[config.mk]
export PLATFORM = sky130hd
export DESIGN_NAME = dot_product_engine
export DESIGN_NICKNAME = d
export VERILOG_FILES = /design/src/rtl/dp_pkg.sv /design/src/rtl/dp_mul_pipe.sv /design/src/rtl/dot_product_engine.sv
export SDC_FILE = /design/constraint.sdc
export NUM_CORES = 1
export LEC_CHECK = 0
export CORE_AREA = 3 3 220 222
export DETAILED_ROUTE_END_ITERATION = 7
export DIE_AREA = 0 0 223 225
export PLACE_DENSITY = 0.71
export SLEW_MARGIN = 25
export SYNTH_ARGS = -nofsm -noshare
export SYNTH_HDL_FRONTEND = slang
export SYNTH_SLANG_ARGS = --single-unit
[constraint.sdc]
create_clock -name clk -period 6.7 [get_ports clk]
set_input_delay 0.67 -clock clk [delete_from_list [all_inputs] [get_ports clk]]
set_output_delay 0.67 -clock clk [all_outputs]
set_load 0.01 [all_outputs]
[src/rtl/dp_pkg.sv]
// Shared types and helpers for the dot-product engine: FSM state encoding,
// a constant-width helper and the drain-length rule.
package dp_pkg;

    typedef enum logic [1:0] {
        IDLE  = 2'd0,
        RUN   = 2'd1,
        DRAIN = 2'd2,
        OUT   = 2'd3
    } state_t;

    function automatic int clog2(input int n);
        int r;
        int v;
        r = 0;
        v = n - 1;
        while (v > 0) begin
            r++;
            v = v >> 1;
        end
        return (r < 1) ? 1 : r;
    endfunction

    // Multiplier stages plus the adder-tree and accumulator registers.
    function automatic int drain_cycles(input int mul_lat);
        return mul_lat + 2;
    endfunction

endpackage

[src/rtl/dp_mul_pipe.sv]
// One lane: signed weight times zero-extended pixel, carried through
// MUL_LAT register stages together with its valid bit.
module dp_mul_pipe #(
    parameter int PIXEL_SIZE  = 10,
    parameter int WEIGHT_SIZE = 19,
    parameter int MUL_LAT     = 2,
    localparam int PROD_W     = PIXEL_SIZE + WEIGHT_SIZE
) (
    input  logic                   clk,
    input  logic                   rst,
    input  logic                   beat_valid,
    input  logic [PIXEL_SIZE-1:0]  pixel,
    input  logic [WEIGHT_SIZE-1:0] weight,
    output logic                   prod_valid,
    output logic [PROD_W-1:0]      product
);

    logic signed [PROD_W-1:0] full;
    logic [PROD_W-1:0]        stage_q [MUL_LAT];
    logic [MUL_LAT-1:0]       valid_q;

    // The true product always fits PROD_W signed bits, so no headroom is lost.
    assign full = $signed(weight) * $signed({1'b0, pixel});

    always_ff @(posedge clk) begin
        if (rst) begin
            valid_q <= '0;
        end else begin
            valid_q[0] <= beat_valid;
            for (int i = 1; i < MUL_LAT; i++) begin
                valid_q[i] <= valid_q[i-1];
            end
        end
    end

    always_ff @(posedge clk) begin
        stage_q[0] <= full;
        for (int i = 1; i < MUL_LAT; i++) begin
            stage_q[i] <= stage_q[i-1];
        end
    end

    assign prod_valid = valid_q[MUL_LAT-1];
    assign product    = stage_q[MUL_LAT-1];

endmodule

[src/rtl/dot_product_engine.sv]
// Command-driven dot product: PARALLEL lanes per beat, vec_len beats per
// command, result held on a valid/ready output until taken.
module dot_product_engine
    import dp_pkg::*;
#(
    parameter int PIXEL_SIZE  = 10,
    parameter int WEIGHT_SIZE = 19,
    parameter int VAL_SIZE    = 26,
    parameter int PARALLEL    = 2,
    parameter int MUL_LAT     = 2,
    parameter int LEN_W       = 8
) (
    input  logic                            clk,
    input  logic                            GlobalReset,
    input  logic                            start,
    input  logic [LEN_W-1:0]                vec_len,
    input  logic                            in_valid,
    output logic                            in_ready,
    input  logic [PARALLEL*PIXEL_SIZE-1:0]  Pixels,
    input  logic [PARALLEL*WEIGHT_SIZE-1:0] Weights,
    output logic                            out_valid,
    input  logic                            out_ready,
    output logic [VAL_SIZE-1:0]             value,
    output logic                            busy
);

    localparam int PROD_W    = PIXEL_SIZE + WEIGHT_SIZE;
    localparam int DRAIN_CYC = drain_cycles(MUL_LAT);
    localparam int DW        = clog2(DRAIN_CYC + 1);

    state_t                state;
    logic [LEN_W-1:0]      len_q;
    logic [LEN_W-1:0]      beat_cnt;
    logic [DW-1:0]         drain_cnt;
    logic                  beat_acc;
    logic [PARALLEL-1:0]   lane_valid;
    logic [VAL_SIZE-1:0]   lane_val [PARALLEL];
    logic [VAL_SIZE-1:0]   tree_next;
    logic [VAL_SIZE-1:0]   tree_sum;
    logic                  tree_valid;
    logic [VAL_SIZE-1:0]   acc;

    assign beat_acc = in_valid & in_ready;

    // Bubbles enter the pipes with a cleared valid bit and never reach acc.
    for (genvar j = 0; j < PARALLEL; j++) begin : g_lane
        logic [PROD_W-1:0] prod;

        dp_mul_pipe #(
            .PIXEL_SIZE (PIXEL_SIZE),
            .WEIGHT_SIZE(WEIGHT_SIZE),
            .MUL_LAT    (MUL_LAT)
        ) u_mul (
            .clk       (clk),
            .rst       (GlobalReset),
            .beat_valid(beat_acc),
            .pixel     (Pixels[j*PIXEL_SIZE +: PIXEL_SIZE]),
            .weight    (Weights[j*WEIGHT_SIZE +: WEIGHT_SIZE]),
            .prod_valid(lane_valid[j]),
            .product   (prod)
        );

        // Signed size cast: truncates a wide product, sign-extends a narrow one.
        assign lane_val[j] = VAL_SIZE'($signed(prod));
    end

    always_comb begin
        tree_next = '0;
        for (int j = 0; j < PARALLEL; j++) begin
            tree_next = tree_next + lane_val[j];
        end
    end

    always_ff @(posedge clk) begin
        if (GlobalReset) begin
            tree_valid <= 1'b0;
            tree_sum   <= '0;
        end else begin
            tree_valid <= &lane_valid;
            tree_sum   <= tree_next;
        end
    end

    always_ff @(posedge clk) begin
        if (GlobalReset) begin
            acc <= '0;
        end else if (state == IDLE && start) begin
            acc <= '0;
        end else if (tree_valid) begin
            acc <= acc + tree_sum;
        end
    end

    // The drain counter runs until the last beat has left the accumulator.
    always_ff @(posedge clk) begin
        if (GlobalReset) begin
            state     <= IDLE;
            in_ready  <= 1'b0;
            out_valid <= 1'b0;
            busy      <= 1'b0;
            value     <= '0;
            len_q     <= '0;
            beat_cnt  <= '0;
            drain_cnt <= '0;
        end else begin
            case (state)
                IDLE: begin
                    if (start) begin
                        busy <= 1'b1;
                        if (vec_len != '0) begin
                            len_q    <= vec_len;
                            beat_cnt <= '0;
                            in_ready <= 1'b1;
                            state    <= RUN;
                        end else begin
                            value     <= '0;
                            out_valid <= 1'b1;
                            state     <= OUT;
                        end
                    end
                end
                RUN: begin
                    if (beat_acc) begin
                        beat_cnt <= beat_cnt + LEN_W'(1);
                        if (beat_cnt == len_q - LEN_W'(1)) begin
                            in_ready  <= 1'b0;
                            drain_cnt <= '0;
                            state     <= DRAIN;
                        end
                    end
                end
                DRAIN: begin
                    if (drain_cnt == DW'(DRAIN_CYC)) begin
                        value     <= acc;
                        out_valid <= 1'b1;
                        state     <= OUT;
                    end else begin
                        drain_cnt <= drain_cnt + DW'(1);
                    end
                end
                OUT: begin
                    if (out_ready) begin
                        out_valid <= 1'b0;
                        busy      <= 1'b0;
                        state     <= IDLE;
                    end
                end
                default: state <= IDLE;
            endcase
        end
    end

endmodule

==> flow_metrics.tcl <==
set metrics [dict create \
    outcome "finished, final reports clean" \
    cts_sinks 209 \
    synth_edf_count 0 \
    fin_crit_sh 0.9011 \
    antenna-diode-count 0 \
    r2r-end "tree_sum[24]" \
    core_area_sq_um 46560 \
    cts-root-buf "clkbuf_16" \
    worst_pin_slew_ns 0.9240 \
    dpl_cell_area_sq_um 22600 \
    start_kind "input port" \
    drt-pass1-iter-count 5 \
    clk_latency_ns 0.51 \
    grt_pass1_wl_microns 75920 \
    switching_power_mw 4.577 \
    swShare 0.4482 \
    drt-total-wl_microns 43840 \
    ant_nets 0 \
    rsz0062_at_grt "no" \
    io_buffers 99 \
    syn-num-nets 2862 \
    io_pins 100 \
    r2r_start "g_lane[1].u_mul.stage_q[0][29]" \
    via_count 15398 \
    hold_depth 0 \
    cts_hold_buf 0 \
    fin_worst_skew_ns 0.02445 \
    antenna_found_initial 0 \
    cp.required_ns 7.14 \
    cts_buffers 21 \
    combPwrFrac 0.693 \
    wl_per_cell_microns 14.60 \
    max-cap-violations 0 \
    clkPwrFrac 0.120 \
    min_period_ns 6.037 \
    gp_congestion 0.8688 \
    path_class "input port to register" \
    crit_chain "clkdlybuf4s50_1 -> and2_1 -> fa_1 -> inv_1 -> fa_1 -> inv_1 -> fa_1 -> fa_1 -> inv_1 -> fa_1 -> inv_1 -> ha_1 -> a21o_1 -> a221o_1 -> a31oi_2 -> a21oi_2 -> a21o_1 -> a2111o_1 -> a21o_1 -> a21oi_2 -> xnor2_1" \
    worst_setup_path_end_kind "register" \
    worstPathMaxFanout 10 \
    slew_headroom 0.3840 \
    die_w_microns 223 \
    vias_per_cell 5.129 \
    max_freq_ghz 0.1656 \
    grt_pass1_vias 16207 \
    max_stage_delay_ns 0.61 \
    internal-power_mw 5.634 \
    drive_gt1_frac 0.03883 \
    fin_area_sq_um 23330 \
    h-tree-depth 1 \
    cts_tree "built" \
    finalSetupViolCount 0 \
    finalHoldViolations 0 \
    cp.arrival_ns 6.48 \
    post_cts_buffers 0 \
    mostFrequentLayoutCells "inv_1, fa_1, nand2_1" \
    hp-start "g_lane[1].u_mul.stage_q[0][2]" \
    drt-initial-drc-count 816 \
    synthFlopType "dfxtp_1" \
    ir_drop_uv 305.7 \
    die_y_microns 225 \
    hold_end "g_lane[1].u_mul.stage_q[0][31]" \
    post-route-util 0.5011 \
    synth.distinct_cells 79 \
    async_flop_share 0 \
    r2r_cells 12 \
    r2r_slack_ns 3.60 \
    setup_tns_ns 0 \
    grt_usage 0.1784 \
    start_util 0.4502 \
    hp-class "register to register" \
    cts_buffer_depth 3 \
    num_rows 79 \
    power_density_nw_per_um2 437.7 \
    fin_hold_ws_ns 0.3228 \
    yosysWarnings 0 \
    dp_hpwl_microns 35880 \
    syn_inst 2319 \
    seqPwrFrac 0.186 \
    maxSlewViolCount 0 \
    avgSynthCellArea_sq_um 9.037 \
    grt_max_degree 77 \
    crit_path_frequent_cell "fa_1" \
    p_leak_nw 10.93 \
    synth_area_sq_um 20960 \
    clk_pin_slew_worst_paths_ns 0.06 \
    area_growth_pct 11.32 \
    drc_errors 0 \
    crit_slowest_cell "clkdlybuf4s50_1" \
    cts_resized 0 \
    ys_ff_latch 209 \
    final_common_cell "inv_1" \
    dieArea_sq_um 50180 \
    final_nets 2923 \
    grt_overflow 0 \
    ys_seq_area_frac 0.1996 \
    fill_cells 4308 \
]
## registers in the layout, indices dropped and copies added (netlist names), 2 cells and up
name                  flops
acc                      26
g_lane.u_mul.stage_q    104
tree_sum                 26
beat_cnt                  8
drain_cnt                 3
len_q                     8
value                    26
state                     2
g_lane.u_mul.valid_q      2
## power by group through the flow
stage	clock network [mW]	logic, mW	registers, mW
2_1_floorplan	0	5.67	1.85
3_3_place_gp	0	6.90	1.94
3_5_place_dp	0	7.10	1.94
4_1_cts	1.26	7.15	1.91
5_1_grt	1.31	8.15	1.94
6_report	1.23	7.08	1.90
## Yosys cell counts, drive strengths merged (4+ instances only)
master,count,area share
ha,174,0.10
nor2,135,0.024
fa,298,0.28
xnor2,91,0.038
xor2,39,0.017
or3,5,0.0015
dfxtp,209,0.20
nand2,235,0.042
a21oi,87,0.021
and2,205,0.061
o21ai,48,0.011
o211ai,8,0.0029
a2111oi,5,0.0036
nor2b,20,0.0064
nand2b,12,0.0036
o31ai,5,0.0020
nor4,4,0.0015
clkbuf,84,0.015
o21a,16,0.0057
o21bai,8,0.0029
nand4,11,0.0033
nor3,15,0.0038
and3,6,0.0018
inv,417,0.075
a21o,25,0.0090
a211oi,9,0.0032
buf,9,0.0019
a31oi,10,0.0033
nand3b,7,0.0025
mux2i,19,0.0091
nand3,24,0.0057
a22oi,27,0.0097
## per-layer routing
| layer | GRT usage | share of wire | up-vias |
|---|---|---|---|
| met1 | 0.2278 | 0.42 | 7629 |
| met5 | 0 | 0 | - |
| met2 | 0.3271 | 0.52 | 351 |
| met3 | 0.01693 | 0.045 | 69 |
| met4 | 0.04184 | 0.021 | 0 |
| li1 | - | - | 7349 |
## critical path: cells and delay by family
family | cells | cell delay, ns
compound gates | 8 | 1.82
xor+xnor | 1 | 0.11
fa+ha+maj | 6 | 2.80
buf+inv | 5 | 0.80
simple gates | 1 | 0.28
## layout make-up
cell class / count / area, sq um / share of cell area
clock buffers: 25 / 550.5 / 0.02360
clock inverters: 13 / 178.9 / 0.007669
inverters: 417 / 1565 / 0.06709
multi-input cells: 1600 / 14850 / 0.6367
flip-flops and latches: 209 / 4184 / 0.1793
well taps: 607 / 759.5 / 0.03255
repair buffers: 131 / 1239 / 0.05309
## worst max-delay path by stage
stage / start / to / slack [ns]
2_1_floorplan: Pixels[2] / g_lane[0].u_mul.stage_q[0][24] / 0.65
3_3_place_gp: Pixels[2] / g_lane[0].u_mul.stage_q[0][24] / 0.20
3_5_place_dp: Pixels[2] / g_lane[0].u_mul.stage_q[0][24] / 0.17
4_1_cts: Pixels[12] / g_lane[1].u_mul.stage_q[0][24] / 0.71
5_1_grt: Pixels[12] / g_lane[1].u_mul.stage_q[0][24] / 0.32
6_report: Weights[5] / g_lane[0].u_mul.stage_q[0][24] / 0.66
## cell families (layout without fill, tap and decap cells)
kind of cell / Yosys count / count (layout) / synth area share
AND/OR/NAND/NOR: 695 / 695 / 0.1648
XOR/XNOR: 130 / 130 / 0.05469
multiplexers: 21 / 21 / 0.01015
AO/OA/AOI/OAI: 282 / 282 / 0.09051
adder cells (fa/ha/maj): 472 / 472 / 0.3885
flip-flops: 209 / 209 / 0.1996
buffers and inverters: 510 / 586 / 0.09164
## metrics by stage
stage,power (mW),cells,worst slack [ns]
CTS,10.33,3002,0.7069
global placement,8.839,2964,0.1988
detailed placement,9.040,2964,0.1652
finish,10.21,3002,0.6628
floorplan,7.514,2319,0.6478
global route,11.40,3002,0.3212
Power figures use the tool's default switching activity.
